<file path="src/rtl/fei4_tx_pkg.sv">
// Shared constants and types for the FE-I4 data-output transmitter.
package fei4_tx_pkg;

   localparam logic [7:0] K28_1 = 8'h3C;   // idle
   localparam logic [7:0] K28_5 = 8'hBC;   // end of frame
   localparam logic [7:0] K28_7 = 8'hFC;   // start of frame

   typedef enum logic [2:0] {IDLE, SOF, D0, D1, D2, EOF} state_t;

   function automatic logic [2:0] ones6(input logic [5:0] v);
      logic [2:0] n;
      n = 3'd0;
      for (int i = 0; i < 6; i++) n = n + {2'b00, v[i]};
      return n;
   endfunction

endpackage

</file>
<file path="src/rtl/enc_8b10b.sv">
// Combinational 8b10b encoder, code[9] is bit 'a'; zero latency, no flow control.
// Only the K28.y control group is needed on this link, so k forces the K28 6b sub-block.
module enc_8b10b
   import fei4_tx_pkg::*;
(
   input  logic       k,
   input  logic [7:0] data,
   input  logic       rd_in,
   output logic [9:0] code,
   output logic       rd_out
);
   logic [4:0] x;
   logic [2:0] y;
   logic [5:0] c6;
   logic [3:0] c4;
   logic       bal6, bal4, flip6, flip4, rd6, a7;

   assign x = data[4:0];
   assign y = data[7:5];

   always_comb begin
      c6 = 6'b000000;
      case (x)
         5'd0:  c6 = 6'b100111;  5'd1:  c6 = 6'b011101;  5'd2:  c6 = 6'b101101;  5'd3:  c6 = 6'b110001;
         5'd4:  c6 = 6'b110101;  5'd5:  c6 = 6'b101001;  5'd6:  c6 = 6'b011001;  5'd7:  c6 = 6'b111000;
         5'd8:  c6 = 6'b111001;  5'd9:  c6 = 6'b100101;  5'd10: c6 = 6'b010101;  5'd11: c6 = 6'b110100;
         5'd12: c6 = 6'b001101;  5'd13: c6 = 6'b101100;  5'd14: c6 = 6'b011100;  5'd15: c6 = 6'b010111;
         5'd16: c6 = 6'b011011;  5'd17: c6 = 6'b100011;  5'd18: c6 = 6'b010011;  5'd19: c6 = 6'b110010;
         5'd20: c6 = 6'b001011;  5'd21: c6 = 6'b101010;  5'd22: c6 = 6'b011010;  5'd23: c6 = 6'b111010;
         5'd24: c6 = 6'b110011;  5'd25: c6 = 6'b100110;  5'd26: c6 = 6'b010110;  5'd27: c6 = 6'b110110;
         5'd28: c6 = 6'b001110;  5'd29: c6 = 6'b101110;  5'd30: c6 = 6'b011110;  5'd31: c6 = 6'b101011;
         default: c6 = 6'b000000;
      endcase
      if (k) c6 = 6'b001111;
      bal6  = (ones6(c6) == 3'd3);
      // D.7 is balanced but still alternates with disparity
      flip6 = rd_in && (!bal6 || (!k && x == 5'd7));
      rd6   = bal6 ? rd_in : ~rd_in;

      // Alternate D.x.7 avoids a run of five identical bits across the sub-block boundary
      a7 = !k && (rd6 ? (x == 5'd11 || x == 5'd13 || x == 5'd14)
                      : (x == 5'd17 || x == 5'd18 || x == 5'd20));
      c4 = 4'b0000;
      case (y)
         3'd0: c4 = 4'b1011;
         3'd1: c4 = k ? 4'b0110 : 4'b1001;
         3'd2: c4 = k ? 4'b1010 : 4'b0101;
         3'd3: c4 = 4'b1100;
         3'd4: c4 = 4'b1101;
         3'd5: c4 = k ? 4'b0101 : 4'b1010;
         3'd6: c4 = k ? 4'b1001 : 4'b0110;
         3'd7: c4 = (k || a7) ? 4'b0111 : 4'b1110;
         default: c4 = 4'b0000;
      endcase
      bal4   = (ones6({2'b00, c4}) == 3'd2);
      flip4  = rd6 && (k || !bal4 || y == 3'd3);
      code   = {(flip6 ? ~c6 : c6), (flip4 ? ~c4 : c4)};
      rd_out = bal4 ? rd6 : ~rd6;
   end

endmodule

</file>
<file path="src/rtl/fei4_data_tx.sv">
// FE-I4 DOB transmitter: 24-bit records in, 8b10b frames out serially at one bit per CLK.
// REC_READY pulses once per accepted record; that record's first byte reaches DOUT the next cycle.
module fei4_data_tx
   import fei4_tx_pkg::*;
#(
   parameter int IDLE_MIN = 1,
   parameter int CNT_W    = 16
)(
   input  logic             CLK,
   input  logic             RST,
   input  logic             ENABLE,
   input  logic [23:0]      REC_DATA,
   input  logic             REC_VALID,
   input  logic             REC_LAST,
   output logic             REC_READY,
   output logic             DOUT,
   output logic             FRAME_ACTIVE,
   output logic [CNT_W-1:0] FRAME_CNT,
   output logic             UNDERRUN
);
   localparam int                IDLE_W   = $clog2(IDLE_MIN + 1);
   localparam logic [IDLE_W-1:0] IDLE_SAT = IDLE_W'(IDLE_MIN);

   state_t            state, state_nxt;
   logic [3:0]        bit_cnt;
   logic              primed, decide;
   logic [9:0]        sr, code;
   logic              rd, rd_nxt;
   logic [15:0]       hold_dat;
   logic              hold_last;
   logic [IDLE_W-1:0] idle_cnt;
   logic              sym_k, take_rec;
   logic [7:0]        sym_dat;

   // Nothing is in flight straight after reset, so the first clock is itself a decision point.
   assign decide = !primed || (bit_cnt == 4'd9);

   always_ff @(posedge CLK) begin
      if (RST) state <= IDLE;
      else     state <= state_nxt;
   end

   always_comb begin
      state_nxt = state;
      if (decide) begin
         case (state)
            IDLE:    if (idle_cnt == IDLE_SAT && ENABLE && REC_VALID) state_nxt = SOF;
            SOF:     state_nxt = D0;
            D0:      state_nxt = D1;
            D1:      state_nxt = D2;
            D2:      state_nxt = (hold_last || !REC_VALID) ? EOF : D0;
            EOF:     state_nxt = IDLE;
            default: state_nxt = IDLE;
         endcase
      end
   end

   always_comb begin
      sym_k    = 1'b1;
      sym_dat  = K28_1;
      take_rec = 1'b0;
      case (state_nxt)
         SOF: sym_dat = K28_7;
         D0: begin
            sym_k    = 1'b0;
            sym_dat  = REC_DATA[23:16];
            take_rec = decide;
         end
         D1: begin
            sym_k   = 1'b0;
            sym_dat = hold_dat[15:8];
         end
         D2: begin
            sym_k   = 1'b0;
            sym_dat = hold_dat[7:0];
         end
         EOF:     sym_dat = K28_5;
         default: sym_dat = K28_1;
      endcase
   end

   assign REC_READY = take_rec && !RST;
   assign DOUT      = sr[9];

   enc_8b10b u_enc (
      .k      (sym_k),
      .data   (sym_dat),
      .rd_in  (rd),
      .code   (code),
      .rd_out (rd_nxt)
   );

   always_ff @(posedge CLK) begin
      if (RST) begin
         primed       <= 1'b0;
         bit_cnt      <= 4'd0;
         sr           <= 10'd0;
         rd           <= 1'b0;
         hold_dat     <= 16'd0;
         hold_last    <= 1'b0;
         idle_cnt     <= '0;
         FRAME_ACTIVE <= 1'b0;
         FRAME_CNT    <= '0;
         UNDERRUN     <= 1'b0;
      end else begin
         primed <= 1'b1;
         if (decide) begin
            sr      <= code;
            rd      <= rd_nxt;
            bit_cnt <= 4'd0;
            if (state_nxt == D0 && state != D0) begin
               hold_dat  <= REC_DATA[15:0];
               hold_last <= REC_LAST;
            end
            if (state_nxt == SOF) FRAME_ACTIVE <= 1'b1;
            if (state_nxt == EOF && state != EOF) begin
               FRAME_ACTIVE <= 1'b0;
               FRAME_CNT    <= FRAME_CNT + CNT_W'(1);
               idle_cnt     <= '0;
            end
            if (state == D2 && !hold_last && !REC_VALID) UNDERRUN <= 1'b1;
            if (state_nxt == IDLE && idle_cnt != IDLE_SAT) idle_cnt <= idle_cnt + IDLE_W'(1);
         end else begin
            sr      <= {sr[8:0], 1'b0};
            bit_cnt <= bit_cnt + 4'd1;
         end
      end
   end

endmodule

</file>
<file path="config.mk">
export PLATFORM = sky130hd
export DESIGN_NAME = fei4_data_tx
export DESIGN_NICKNAME = d
export VERILOG_FILES = /design/src/rtl/fei4_tx_pkg.sv /design/src/rtl/enc_8b10b.sv /design/src/rtl/fei4_data_tx.sv
export SDC_FILE = /design/constraint.sdc
export NUM_CORES = 1
export LEC_CHECK = 0
export BUFFER_PORTS_ARGS = -buffer_cell sky130_fd_sc_hd__buf_2
export CAP_MARGIN = 20
export CORE_MARGIN = 5
export CORE_UTILIZATION = 55
export CTS_BUF_LIST = sky130_fd_sc_hd__clkbuf_4
export CTS_CLUSTER_DIAMETER = 200
export DETAILED_ROUTE_END_ITERATION = 8
export MAX_ROUTING_LAYER = met4
export PLACE_DENSITY = 0.86
export RECOVER_POWER = 50
export SLEW_MARGIN = 20
export SYNTH_ARGS = -nofsm -noshare
export SYNTH_HDL_FRONTEND = slang
export SYNTH_SLANG_ARGS = --single-unit
</file>
<file path="constraint.sdc">
create_clock -name CLK -period 19.18 [get_ports CLK]
set_clock_uncertainty 0.15 [all_clocks]
set_input_delay 0.959 -clock CLK [delete_from_list [all_inputs] [get_ports CLK]]
set_output_delay 0.959 -clock CLK [all_outputs]
set_load 0.05 [all_outputs]
</file>
## Word-level counts from Yosys, hierarchy flattened

Memory sizes are Yosys's and may differ from the RTL's.
Cells that the tools add are included.
W data, S select, Z words.

- Register bits: 55
- ROM bits: 192
- Input port bits: 29
- Output and inout port bits: 20
- Memories: 1

Memory list:

| name | depth | bits a word | read ports | clocked after memory_dff | write ports | RTL line | source |
|---|---|---|---|---|---|---|---|
| (no name shown) | 32 | 6 | 1 | 0 | 0 | enc_8b10b.sv:23 | `case (x)` |

- Add/sub/neg operators: 11
- Equal/unequal tests: 28
- Mux-type cells: 25
- Bitwise operators: 6
- Reductions and logical operators: 41

Operators with widths:

| cell | number |
|---|---|
| $pmux W8 S5 | 1 |
| $pmux W4 S8 | 1 |
| $eq A3 B2 Y1 const B | 8 |
| $mux W4 | 6 |
| $eq A3 B3 Y1 const B | 7 |
| $add A3 B1 Y3 | 6 |
| $add A16 B1 Y16 const B | 1 |
| $eq A5 B4 Y1 const B | 3 |
| $eq A5 B5 Y1 const B | 3 |
| $pmux W3 S5 | 1 |
| $logic_and A1 B1 Y1 | 12 |
| $mux W6 | 2 |
| $logic_or A1 B1 Y1 | 10 |
| $mux W1 | 10 |
| $mux W10 | 1 |
| $reduce_and A2 Y1 | 5 |
| $eq A3 B1 Y1 const B | 3 |
| $logic_not A3 Y1 | 3 |
| $mux W3 | 3 |
| $logic_not A1 Y1 | 6 |
| $not A6 Y6 | 1 |
| $eq A5 B3 Y1 const B | 1 |
| $add A1 B1 Y2 | 2 |
| $add A4 B1 Y4 const B | 1 |
| 9 further kinds | 14 |

## Depth between registers and ports, before layout

An unclocked memory read counts as a cell.

- Word-level depth: 31
- Depth in mapped cells: 38

## By module

Synthesis repeated with hierarchy kept, for this count alone.

- Cell total of the unflattened synthesis: 398
- Area total of the unflattened synthesis: 3,437.0 µm²

Modules (own cells, without submodules):

| module | times used | cells an instance | area each (µm²) | seq. area each (µm²) |
|---|---|---|---|---|
| fei4_data_tx | 1 | 291 | 2,616.3 | 1,101.1 |
| enc_8b10b | 1 | 107 | 820.8 | 0.0 |

## Worst setup path after synthesis

No wires, ideal clock.

- Kind: input to register
- Start point: input ENABLE
- End point: register sr[3]
- Library setup time: 0.079 ns
- Arrival time: 8.146 ns
- Required time: 18.951 ns
- Slack: 10.805 ns
- Stages on the path: 36
- Buffers on the path: 1
- Cells stage by stage: and3_1 -> or3_4 -> a31oi_4 -> buf_4 -> mux2_1 -> a22oi_2 -> inv_2 -> ha_1 -> inv_1 -> or4_1 -> a31oi_1 -> nand2b_1 -> inv_1 -> ha_1 -> fa_1 -> inv_1 -> fa_1 -> inv_1 -> fa_1 -> nor3b_1 -> xnor2_1 -> o31ai_4 -> a221oi_2 -> nor3_2 -> ha_1 -> inv_1 -> fa_1 -> inv_1 -> ha_1 -> nand2_1 -> nor2_1 -> a21oi_1 -> a41o_1 -> and2_1 -> or4b_1 -> o211ai_1

- Word-level cells in the longest chain between the ends: 31
- Elaborated cells between the ends (all ways): 60

Ends and longest elaborated chain:

| element | RTL line | source |
|---|---|---|
| start: declaration | fei4_data_tx.sv:11 | `input logic ENABLE,` |
| $logic_and A1 B1 Y1 (*) (2 in series) | fei4_data_tx.sv:47 | `IDLE: if (idle_cnt == IDLE_SAT && ENABLE && REC_VALID) state_nxt = SOF;` |
| $mux W3 (*) | fei4_data_tx.sv:47 |  |
| $pmux W3 S5 (*) | fei4_data_tx.sv:46 | `case (state)` |
| $mux W3 (*) | fei4_data_tx.sv:45 | `if (decide) begin` |
| $eq A3 B3 Y1, or another cell as far along | fei4_data_tx.sv:62 | `case (state_nxt)` |
| $pmux W8 S5 | fei4_data_tx.sv:62 |  |
| $mem_v2 Z32 W6 | n/a |  |
| $mux W6 | enc_8b10b.sv:34 | `if (k) c6 = 6'b001111;` |
| [12 not listed] | n/a |  |
| $add A1 B1 Y2 | fei4_tx_pkg.sv:13 | `for (int i = 0; i < 6; i++) n = n + {2'b00, v[i]};` |
| $add A3 B1 Y3 (2 in series) | fei4_tx_pkg.sv:13 |  |
| $eq A3 B2 Y1 | enc_8b10b.sv:55 | `bal4 = (ones6({2'b00, c4}) == 3'd2);` |
| $logic_not A1 Y1 | enc_8b10b.sv:56 | `flip4 = rd6 && (k \|\| !bal4 \|\| y == 3'd3);` |
| $logic_or A1 B1 Y1 (2 in series) | enc_8b10b.sv:56 |  |
| $logic_and A1 B1 Y1 | enc_8b10b.sv:56 |  |
| $mux W4 (*) | enc_8b10b.sv:57 | `code = {(flip6 ? ~c6 : c6), (flip4 ? ~c4 : c4)};` |
| $mux W10 (*) | fei4_data_tx.sv:107 | `if (decide) begin` |
| end signal: assignment | fei4_data_tx.sv:108 | `sr <= code;` |
| end signal: assignment | fei4_data_tx.sv:124 | `sr <= {sr[8:0], 1'b0};` |
| end: declaration | fei4_data_tx.sv:27 | `logic [9:0] sr, code;` |

Every way passes the cells marked *; elsewhere a longest branch is shown, timed or not.
A chain may end at the register's enable or synchronous reset.

## Worst setup path in the final report

- Start point: register bit_cnt[0]
- End point: register sr[3]

- Word-level cells in the longest chain between the ends: 29
- Elaborated cells between the ends (all ways): 58

Ends and longest elaborated chain:

| element | RTL line | source |
|---|---|---|
| start: declaration | fei4_data_tx.sv:25 | `logic [3:0] bit_cnt;` |
| start signal: assignment | fei4_data_tx.sv:125 | `bit_cnt <= bit_cnt + 4'd1;` |
| $eq A4 B4 Y1 (*) | fei4_data_tx.sv:36 | `assign decide = !primed \|\| (bit_cnt == 4'd9);` |
| $logic_or A1 B1 Y1 (*) | fei4_data_tx.sv:36 |  |
| $mux W3 | fei4_data_tx.sv:45 |  |
| $eq A3 B3 Y1, or another cell as far along | fei4_data_tx.sv:62 |  |
| $pmux W8 S5 | fei4_data_tx.sv:62 |  |
| $mem_v2 Z32 W6 | n/a |  |
| $mux W6 | enc_8b10b.sv:34 |  |
| $add A1 B1 Y2 | fei4_tx_pkg.sv:13 |  |
| [11 not listed] | n/a |  |
| $add A1 B1 Y2 | fei4_tx_pkg.sv:13 |  |
| $add A3 B1 Y3 (2 in series) | fei4_tx_pkg.sv:13 |  |
| $eq A3 B2 Y1 | enc_8b10b.sv:55 |  |
| $logic_not A1 Y1 | enc_8b10b.sv:56 |  |
| $logic_or A1 B1 Y1 (2 in series) | enc_8b10b.sv:56 |  |
| $logic_and A1 B1 Y1 | enc_8b10b.sv:56 |  |
| $mux W4 | enc_8b10b.sv:57 |  |
| $mux W10 (*) | fei4_data_tx.sv:107 |  |

Marked as above.

==> flow_summary.ini <==
[sta]
finalMaxSlewViolations = 48
finalHoldViolations = 0
clock.fmax_mhz = 110
setup_slack_ps = 10060
finalSetupViolCount = 0
worst_slew_margin_rel = -0.336
setup_tns_ps = 0
timing.final.crit_share = 0.476
least_margin_pin_slew_ps = 2000
grt_setup_unrepaired = false
period_minus_ws_final_ps = 9120

[synth]
count_of_flip_flops_with_a_built_in_enable_after_synthesis = 0
synth_async_sr_flop_share = 0
synthCells = 450
synth_top_cell_area_share = 0.297
synth_sequential_area_ratio = 0.297
yosys-top-cells-count = 57 x nand2_1, 55 x dfxtp_1, 41 x a21oi_1, 40 x nor2_1, 16 x o21ai_0
yosysMostFrequentCell = nand2_1
synth_warnings = 0
post_synth_instance_area_sq_um = 3700
syn-num-nets = 494
postSynthRegisterBits = 55
syn_avg_cell_area_sq_um = 8.23
ys_top_cells_by_area = dfxtp_1 30%, nand2_1 5.8%, a21oi_1 5.5%, nor2_1 4.1%, ha_1 3.7%
dominantRegCellSynth = dfxtp_1
post_synth_num_cell_types = 87
yosys.area.top_type = dfxtp_1

[power_and_ir_drop]
share_comb_of_total_power = 0.430
irDropWorstVdd_mv = 0.0429
net-switching-power_w = 0.000129
internal_power_of_the_cells_w = 0.000196
static-leakage-power_nw = 1.47
p_per_area_nw_per_um2 = 81.8
clkPwrFrac = 0.169
seq_power_share = 0.400
power.switching_fraction = 0.397

[place]
place_inst = 559
final_weighted_congestion_in_routability_driven_placement = 0.970
hpwl_after_detailed_placement_mm = 7.09
io_buffer_count = 48
place_worst_setup_slack_ps = 9780
placed_cell_area_sq_um = 3940

[die]
die_w_um = 92.1
initial_standard_cell_utilization_of_the_core = 0.554
die-area_sq_um = 8480
core_footprint_sq_um = 6680
vertical_die_dimension_um = 92.1
row_count = 30
i_o_pins = 49

[worst_setup_path]
slowest_delay_ps = 580
critical_path_class = flop to flop
worst_ep_arrival_time_ps = 9290
timing.critical_path.required_ps = 19350
crit-reg2reg-launch = bit_cnt[0]
critPathSlowestCell = nor3b_1
critPathLaunchType = flop
critPathCaptureType = flop
worstSetupPathDepth = 35
critPathMostFrequentCell = inv_1
delay_heaviest_family_cp = simple AND/OR/NAND/NOR gates
worstSetupStartpoint = bit_cnt[0]
reg2regPathDepth = 35
timing.critical_path.buf_inv = 6
worst-path-max-fanout = 14

[min_path]
launch_point_of_the_worst_hold_path = sr[6]
holdCritPathClass = flop to flop
timing.hold.worst_path_depth = 2

[routing]
ant_nets = 0
initial_drt_markers = 375
via_count = 3549
drt-vias-per-instance = 6.26
wirelength_mm = 9.36
drcViolationCount = 0
wl_per_cell_um = 16.5
drtPass1Iterations = 7

[global_routing]
global_route_wire_length_before_repair_mm = 15.7
grt_pass1_vias = 3404
grt.overflow.total = 0
grt_util_all_layers = 0.233
number_of_antenna_violations_at_the_first_check_in_global_routing = 0
pin_count_of_the_biggest_net_entering_global_routing = 48

[cts]
worst_setup_hold_path_clk_slew_ps = 180
clk_root_buffer_cell = clkbuf_4
htree_levels = 2
cts_resized = 0
worstSkewPairLatency_ps = 390
cts_post_setup_buffers_inserted = 0
cts_hold_repair.buffers = 0
tritoncts_clock_tree = built
cts_buffers = 5
ctsLongestPathBuffers = 2
tritoncts_num_sinks = 55

[finish]
fin_nets = 530
final.fill_count = 611
multi_input_comb_area_sq_um = 2410
final_area_sq_um = 3970
flow.area_growth_from_synthesis_pct = 7.09
number_of_antenna_cells_inserted = 0
drive_above_1_share = 0.150
area.sequential_sq_um = 1100
stdcell_count = 567
fin_util = 0.594

[outcome]
violations = max-capacitance violations, max-slew violations
run_status = finished, violations left

[job]
max-cap-violations = 1
-- cell usage in the layout, fill, tap and decap left out, types with 6 or more instances in the layout --
cell type	count
nand2_1	57
dfxtp_1	55
a21oi_1	41
nor2_1	40
buf_2	28
clkbuf_1	20
o21ai_0	16
inv_1	13
nor3_1	13
xnor2_1	13
nand3_1	11
ha_1	11
and3_1	10
or3_1	7
nand2b_1	6
o211ai_1	6
-- metrics by stage --
step	power, W	hold WS, ps
after floorplan	0.000242	270
final	0.000324	302
after detailed placement	0.000271	283
after CTS	0.000325	303
after global routing	0.000349	341
after global placement	0.000266	275
-- cell families after synthesis --
| group | share of synthesized area |
|---|---|
| DFF | 0.297 |
| xor gates and xnor gates | 0.0426 |
| and+or+nand+nor | 0.263 |
| adders and majority gates | 0.0642 |
| muxes | 0.0287 |
| buffers and inverters | 0.0486 |
| AOI/OAI and AO/OA | 0.256 |
-- power groups by stage --
stage | Clock (W) | Sequential [W] | Combinational, W
final | 0.0000549 | 0.000130 | 0.000140
after global routing | 0.0000622 | 0.000131 | 0.000156
after CTS | 0.0000564 | 0.000130 | 0.000139
after detailed placement | 0 | 0.000132 | 0.000139
after global placement | 0 | 0.000132 | 0.000134
after floorplan | 0 | 0.000132 | 0.000110
-- worst reg2reg max path: cells and delay by family (launching register included) --
kind	cells	cell delay [ps]
compound gates	8	1760
xor+xnor	1	270
fa+ha+maj	9	2850
buf+inv	6	430
flops	1	420
simple gates	11	3170
-- state kept, by name, indices dropped and copies added (netlist names) --
signal        flops
FRAME_ACTIVE      1
hold_dat         16
FRAME_CNT        16
hold_last         1
primed            1
idle_cnt          1
rd                1
bit_cnt           4
UNDERRUN          1
state             3
sr               10
-- routing by layer --
metal  vias to the layer above  share of wire  GRT usage
met5                         -              0          -
met4                         0          0.020     0.0879
met3                        22          0.066     0.0320
met2                       160           0.46      0.376
met1                      1658           0.45      0.297
li1                       1709              -          -
-- final timing paths --
check                              to  slack (ps)
worst max-delay path            sr[3]       10060
worst min-delay path            sr[7]         300
worst max register to register  sr[3]       10060
worst min register to register  sr[7]         300
-- layout make-up --
type / instances / area share
clock inverters: 3 / 0.00599
flip-flops and latches: 55 / 0.278
multi-input cells: 357 / 0.608
repair buffers: 50 / 0.0580
well taps: 80 / 0.0252
inverters: 17 / 0.0161
clock buffers: 5 / 0.00946
(Power assumes the default switching activity.)
